`src/rtl/i2c_master_ctrl.sv`:
```
// Single-byte I2C master: START, address, one write or read byte, ACK/NACK, STOP.
// Each bus bit is 4 phases of QTR clocks, stretched by the slave; done pulses one cycle after STOP.
module i2c_master_ctrl #(
    parameter int QTR = 250
) (
    input  logic       clk,
    input  logic       rst,
    input  logic       start_i,
    input  logic [6:0] addr_i,
    input  logic       rw_i,
    input  logic [7:0] wdata_i,
    input  logic       scl_i,
    input  logic       sda_i,
    output logic       scl_oe,
    output logic       sda_oe,
    output logic       busy,
    output logic       done,
    output logic       nack,
    output logic [7:0] rdata
);
    localparam logic [3:0] S_IDLE     = 4'd0;
    localparam logic [3:0] S_START    = 4'd1;
    localparam logic [3:0] S_ADDR     = 4'd2;
    localparam logic [3:0] S_ADDR_ACK = 4'd3;
    localparam logic [3:0] S_WRITE    = 4'd4;
    localparam logic [3:0] S_WR_ACK   = 4'd5;
    localparam logic [3:0] S_READ     = 4'd6;
    localparam logic [3:0] S_RD_NACK  = 4'd7;
    localparam logic [3:0] S_STOP     = 4'd8;
    localparam logic [3:0] S_DONE     = 4'd9;

    localparam logic [9:0] QTR_M1 = 10'(QTR - 1);

    logic [3:0] state;
    logic [1:0] phase;
    logic [9:0] cnt;
    logic [2:0] bit_cnt;
    logic [6:0] addr_q;
    logic       rw_q;
    logic [7:0] wdata_q;
    logic [7:0] rx_sh;
    logic       sda_smp;

    logic scl_meta, scl_s, sda_meta, sda_s;
    logic rel_d1, rel_d2;

    logic       idle_like, accept, last_qtr, hold, samp_now, bit_end, tx_bit;
    logic [7:0] addr_byte;

    always_ff @(posedge clk or posedge rst) begin
        if (rst) begin
            scl_meta <= 1'b1;
            scl_s    <= 1'b1;
            sda_meta <= 1'b1;
            sda_s    <= 1'b1;
            rel_d1   <= 1'b1;
            rel_d2   <= 1'b1;
        end else begin
            scl_meta <= scl_i;
            scl_s    <= scl_meta;
            sda_meta <= sda_i;
            sda_s    <= sda_meta;
            rel_d1   <= ~scl_oe;
            rel_d2   <= rel_d1;
        end
    end

    assign idle_like = (state == S_IDLE) || (state == S_DONE);
    assign accept    = idle_like && start_i;
    assign last_qtr  = (cnt == QTR_M1);
    // rel_d2 is aligned with scl_s, so a low SCL only counts as a stretch
    // once our own release has had time to reach the synchronizer output.
    assign hold      = !idle_like && phase[1] && rel_d2 && !scl_s;
    assign samp_now  = (phase == 2'd2) && last_qtr && !hold;
    assign bit_end   = (phase == 2'd3) && last_qtr && !hold;

    assign addr_byte = {addr_q, rw_q};
    assign tx_bit    = (state == S_WRITE) ? wdata_q[3'd7 - bit_cnt] : addr_byte[3'd7 - bit_cnt];

    always_ff @(posedge clk or posedge rst) begin
        if (rst) begin
            state   <= S_IDLE;
            phase   <= 2'd0;
            cnt     <= 10'd0;
            bit_cnt <= 3'd0;
            addr_q  <= 7'd0;
            rw_q    <= 1'b0;
            wdata_q <= 8'd0;
            rx_sh   <= 8'd0;
            sda_smp <= 1'b1;
            nack    <= 1'b0;
            rdata   <= 8'd0;
        end else if (accept) begin
            addr_q  <= addr_i;
            rw_q    <= rw_i;
            wdata_q <= wdata_i;
            nack    <= 1'b0;
            state   <= S_START;
            phase   <= 2'd0;
            cnt     <= 10'd0;
            bit_cnt <= 3'd0;
        end else if (state == S_DONE) begin
            state <= S_IDLE;
        end else if (state != S_IDLE) begin
            if (hold) begin
                phase <= 2'd2;
                cnt   <= 10'd0;
            end else if (last_qtr) begin
                cnt   <= 10'd0;
                phase <= phase + 2'd1;
            end else begin
                cnt <= cnt + 10'd1;
            end

            if (samp_now) begin
                sda_smp <= sda_s;
                if (state == S_READ)
                    rx_sh <= {rx_sh[6:0], sda_s};
            end

            if (bit_end) begin
                case (state)
                    S_START: begin
                        state   <= S_ADDR;
                        bit_cnt <= 3'd0;
                    end
                    S_ADDR: begin
                        if (bit_cnt == 3'd7) state <= S_ADDR_ACK;
                        else                 bit_cnt <= bit_cnt + 3'd1;
                    end
                    S_ADDR_ACK: begin
                        bit_cnt <= 3'd0;
                        if (sda_smp) begin
                            nack  <= 1'b1;
                            state <= S_STOP;
                        end else if (rw_q) begin
                            state <= S_READ;
                        end else begin
                            state <= S_WRITE;
                        end
                    end
                    S_WRITE: begin
                        if (bit_cnt == 3'd7) state <= S_WR_ACK;
                        else                 bit_cnt <= bit_cnt + 3'd1;
                    end
                    S_WR_ACK: begin
                        if (sda_smp) nack <= 1'b1;
                        state <= S_STOP;
                    end
                    S_READ: begin
                        if (bit_cnt == 3'd7) state <= S_RD_NACK;
                        else                 bit_cnt <= bit_cnt + 3'd1;
                    end
                    S_RD_NACK: state <= S_STOP;
                    S_STOP: begin
                        state <= S_DONE;
                        if (rw_q && !nack) rdata <= rx_sh;
                    end
                    default: state <= S_IDLE;
                endcase
            end
        end
    end

    // Pad enables decode straight from state so reset releases the bus immediately.
    always_comb begin
        scl_oe = 1'b0;
        sda_oe = 1'b0;
        case (state)
            S_START: sda_oe = phase[1];
            S_ADDR, S_WRITE: begin
                scl_oe = ~phase[1];
                sda_oe = ~tx_bit;
            end
            S_ADDR_ACK, S_WR_ACK, S_READ, S_RD_NACK: scl_oe = ~phase[1];
            S_STOP: begin
                scl_oe = (phase == 2'd0);
                sda_oe = ~phase[1];
            end
            default: ;
        endcase
    end

    assign busy = !idle_like;
    assign done = (state == S_DONE);

endmodule
```
`config.mk`:
```
export PLATFORM = sky130hd
export DESIGN_NAME = i2c_master_ctrl
export DESIGN_NICKNAME = d
export VERILOG_FILES = /design/src/rtl/i2c_master_ctrl.sv
export SDC_FILE = /design/constraint.sdc
export NUM_CORES = 1
export LEC_CHECK = 0
export ABC_CLOCK_PERIOD_IN_PS = 3800
export BUFFER_PORTS_ARGS = -buffer_cell sky130_fd_sc_hd__buf_2
export CORE_ASPECT_RATIO = 0.6
export CORE_UTILIZATION = 27
export CTS_BUF_LIST = sky130_fd_sc_hd__clkbuf_4
export CTS_CLUSTER_SIZE = 8
export DETAILED_ROUTE_END_ITERATION = 7
export PLACE_DENSITY = 0.49
export SETUP_SLACK_MARGIN = 0.2
export SLEW_MARGIN = 20
export SYNTH_ARGS = -nofsm -noshare
export SYNTH_HDL_FRONTEND = slang
export SYNTH_SLANG_ARGS = --single-unit
```
`constraint.sdc`:
```
create_clock -name clk -period 3.8 [get_ports clk]
set_input_delay 0.76 -clock clk [delete_from_list [all_inputs] [get_ports clk]]
set_output_delay 0.76 -clock clk [all_outputs]
set_load 0.02 [all_outputs]
```
==> impl_metrics.py <==
metrics = {
    "timing": {
        "fmax_ghz": 0.361,
        "finalCritPeriodShare": 0.728,
        "grt_setup_unrepaired": "no",
        "report.final.hold_viol_count": 0,
        "fin_crit_ns": 2.77,
        "slew_violations": 0,
        "clock_skew_ns": 0.0121,
        "timing.hold.ws_ns": 0.359,
        "tns_ns": 0,
        "setup_viol": 0,
        "slew_headroom": 0.435,
        "worst_slew_pin_slew_ns": 0.834,
    },
    "logic_synthesis": {
        "synth_area_um2": 2880,
        "synthSimpleGateAreaFrac": 0.143,
        "synth-xor-area-share": 0.0143,
        "ys_seq_elements": 59,
        "ys_seq_area_frac": 0.516,
        "syn_avg_cell_area_um2": 12.5,
        "synth_top_family_by_area": "multiplexers",
        "synth-compound-area-share": 0.0913,
        "synth_fp_nets": 259,
        "yosys.area.top_type": "dfrtp_1",
        "ys_warn_count": 0,
        "synth.top_cell.area_share": 0.452,
        "ys_types": 49,
        "synth_area_leaders": "dfrtp_1 (45%), mux2_2 (13%), dfstp_2 (6.4%), mux4_2 (3.1%), ha_1 (3.0%)",
        "synth_top_flop_cell": "dfrtp_1",
        "synth-adder-area-share": 0.0304,
        "synth_mux_area_frac": 0.185,
        "synthArstFlopShare": 1.00,
        "synth_edf_count": 0,
        "synth_cells": 231,
    },
    "power_and_ir_drop": {
        "p_sw_mw": 0.405,
        "power.share.sequential": 0.548,
        "ir_drop_mv": 0.148,
        "p_int_mw": 0.876,
        "combinationalPowerShare": 0.173,
        "power_mw": 1.28,
        "swShare": 0.316,
        "power_density_nw_per_um2": 389,
        "clock_power_share": 0.279,
        "power_leakage_nw": 1.52,
    },
    "final_layout": {
        "drive_gt1_frac": 0.385,
        "n_antenna_cell": 0,
        "nets": 297,
        "final_cell_mix": "dfrtp_1 (52), mux2_2 (33), buf_2 (33)",
        "ff_latch_area_um2": 1490,
        "multi_input_area_um2": 1340,
        "num-fill-cells": 1025,
        "fin_cells": 408,
        "syn2layout_area_growth_pct": 14.4,
        "final_common_cell": "dfrtp_1",
    },
    "floorplan": {
        "coreArea_um2": 10100,
        "io_pins": 34,
        "num_rows": 28,
        "start_util": 0.285,
        "die_w_um": 135,
        "dieArea_um2": 11100,
        "chipHeight_um": 82.0,
    },
    "clock_tree": {
        "hold_buffers": 0,
        "post_cts_buffers": 0,
        "clock-sinks": 59,
        "clock-root-buffer": "clkbuf_4",
        "clkLatencyLatePin_ns": 0.41,
        "cts_tree": "built",
        "path_clk_slew_ns": 0.10,
        "numCtsBuffers": 9,
        "cts-resized-gates": 0,
        "htree_levels": 3,
        "max-clock-path-buffers": 2,
    },
    "route": {
        "wl_met2_um": 2150,
        "wirelength_um": 6080,
        "drtIter0Drc": 99,
        "num_vias": 1977,
        "firstDrtPassIters": 4,
        "wl_met3_um": 369,
        "highest_layer": "met4",
        "vias_per_cell": 4.85,
        "drtAntennaViolNets": 0,
        "drt-met1-wl_um": 3480,
        "drc": 0,
        "routedWlPerCell_um": 14.9,
    },
    "critical_path": {
        "reg2reg_to": "rdata[6]$_DFFE_PP0P_",
        "endpoint": "sda_oe",
        "critPathCaptureType": "output pin",
        "path_depth": 5,
        "timing.rr.start": "cnt[1]$_DFFE_PP0P_",
        "crit_required_ns": 3.04,
        "r2r_cells": 6,
        "critPathLaunch": "bit_cnt[1]$_DFFE_PP0P_",
        "crit_path_start_kind": "flop",
        "rrSetupSlack_ns": 1.59,
        "criticalPathCategory": "reg2out",
        "cp_max_fo": 6,
        "critPathBufInv": 1,
        "cp_data_arrival_time_ns": 2.01,
        "path_delay_family": "multiplexers",
        "cpMaxStageDelayCell": "mux4_2",
        "crit_chain": "mux4_2, mux2i_1, a32oi_1, nand2_1, buf_2",
        "slowest_delay_ns": 0.55,
    },
    "global_route": {
        "grt_usage": 0.126,
        "grt_max_degree": 37,
        "gr-total-overflow": 0,
        "antenna_found_initial": 0,
        "grt_pass1_wl_um": 10200,
        "grt_pass1_vias": 1916,
    },
    "flow_run": {
        "cap_viol_max_count": 0,
    },
    "placed_design": {
        "port_buffers": 33,
        "dp_hpwl_um": 4300,
        "dp_cells": 393,
        "gp_congestion": 0.698,
    },
    "hold_path": {
        "hold_class": "in2async",
    },
    "status": {
        "status": "finished clean",
    },
}
==> flip-flops by register name, summed over array words and instances (netlist names), 2 cells and up <==
| name | flops |
|---|---|
| wdata_q | 8 |
| cnt | 10 |
| phase | 2 |
| state | 4 |
| rdata | 8 |
| rx_sh | 8 |
| bit_cnt | 3 |
| addr_q | 7 |
==> cell usage after synthesis, types with 2 or more instances <==
cell type  instances
mux4_2             4
mux2_2            33
nor3_1             3
nand4_1            3
dfrtp_1           52
or4_1              3
o21ai_0            4
nand2b_1           4
or3_1              4
nor2b_1            3
nor2_1             4
nand3b_1           3
o31ai_1            9
nand4b_1           2
dfstp_2            7
a21oi_1            9
nand4_2            2
a31oi_1            4
ha_1               7
nand2_1           15
mux2i_1            7
nand3_1            7
inv_1              6
o22ai_1            2
clkbuf_1           3
buf_2              5
and3_1             4
==> cell type report <==
type | instances | share of cell area
Sequential cell | 59 | 0.451
Multi-Input combinational cell | 158 | 0.407
Timing Repair Buffer | 35 | 0.0547
Tap cell | 135 | 0.0513
Clock buffer | 10 | 0.0228
Inverter | 6 | 0.00684
Clock inverter | 5 | 0.00646
==> routing by layer <==
metal	GRT usage	vias to the layer above
li1	-	945
met3	0.0562	10
met4	0.0404	0
met5	0	-
met1	0.189	973
met2	0.153	49
==> kinds of logic (layout without fill, tap and decap cells) <==
group	after synthesis	after routing
muxes	44	44
buffers and inverters	14	56
DFF	59	59
adders and majority gates	7	7
and+or+nand+nor	66	66
xor gates and xnor gates	3	3
AOI/OAI and AO/OA	38	38
==> stage by stage <==
stage	cell area, µm²	utilization	worst slack, ns
finish	3290	0.326	1.03
CTS	3290	0.326	0.970
detailed placement	3190	0.316	1.34
global route	3290	0.326	0.829
global placement	3190	0.316	1.37
floorplan	2880	-	1.60
==> worst min-delay path by stage <==
stage / slack [ns] / to
2_1_floorplan: 0.35 / rel_d2$_DFF_PP1_
3_3_place_gp: 0.35 / rel_d2$_DFF_PP1_
6_report: 0.36 / state[1]$_DFFE_PP0P_
5_1_grt: 0.36 / rel_d2$_DFF_PP1_
4_1_cts: 0.35 / state[1]$_DFFE_PP0P_
3_5_place_dp: 0.35 / scl_s$_DFF_PP1_
==> power by group through the flow <==
| stage | clock network (mW) | registers (mW) | logic, mW |
|---|---|---|---|
| final | 0.358 | 0.703 | 0.221 |
| after global routing | 0.406 | 0.710 | 0.254 |
| after CTS | 0.376 | 0.702 | 0.222 |
| after detailed placement | 0 | 0.713 | 0.223 |
| after global placement | 0 | 0.713 | 0.221 |
| after floorplan | 0 | 0.702 | 0.154 |
(Power assumes the default switching activity.)
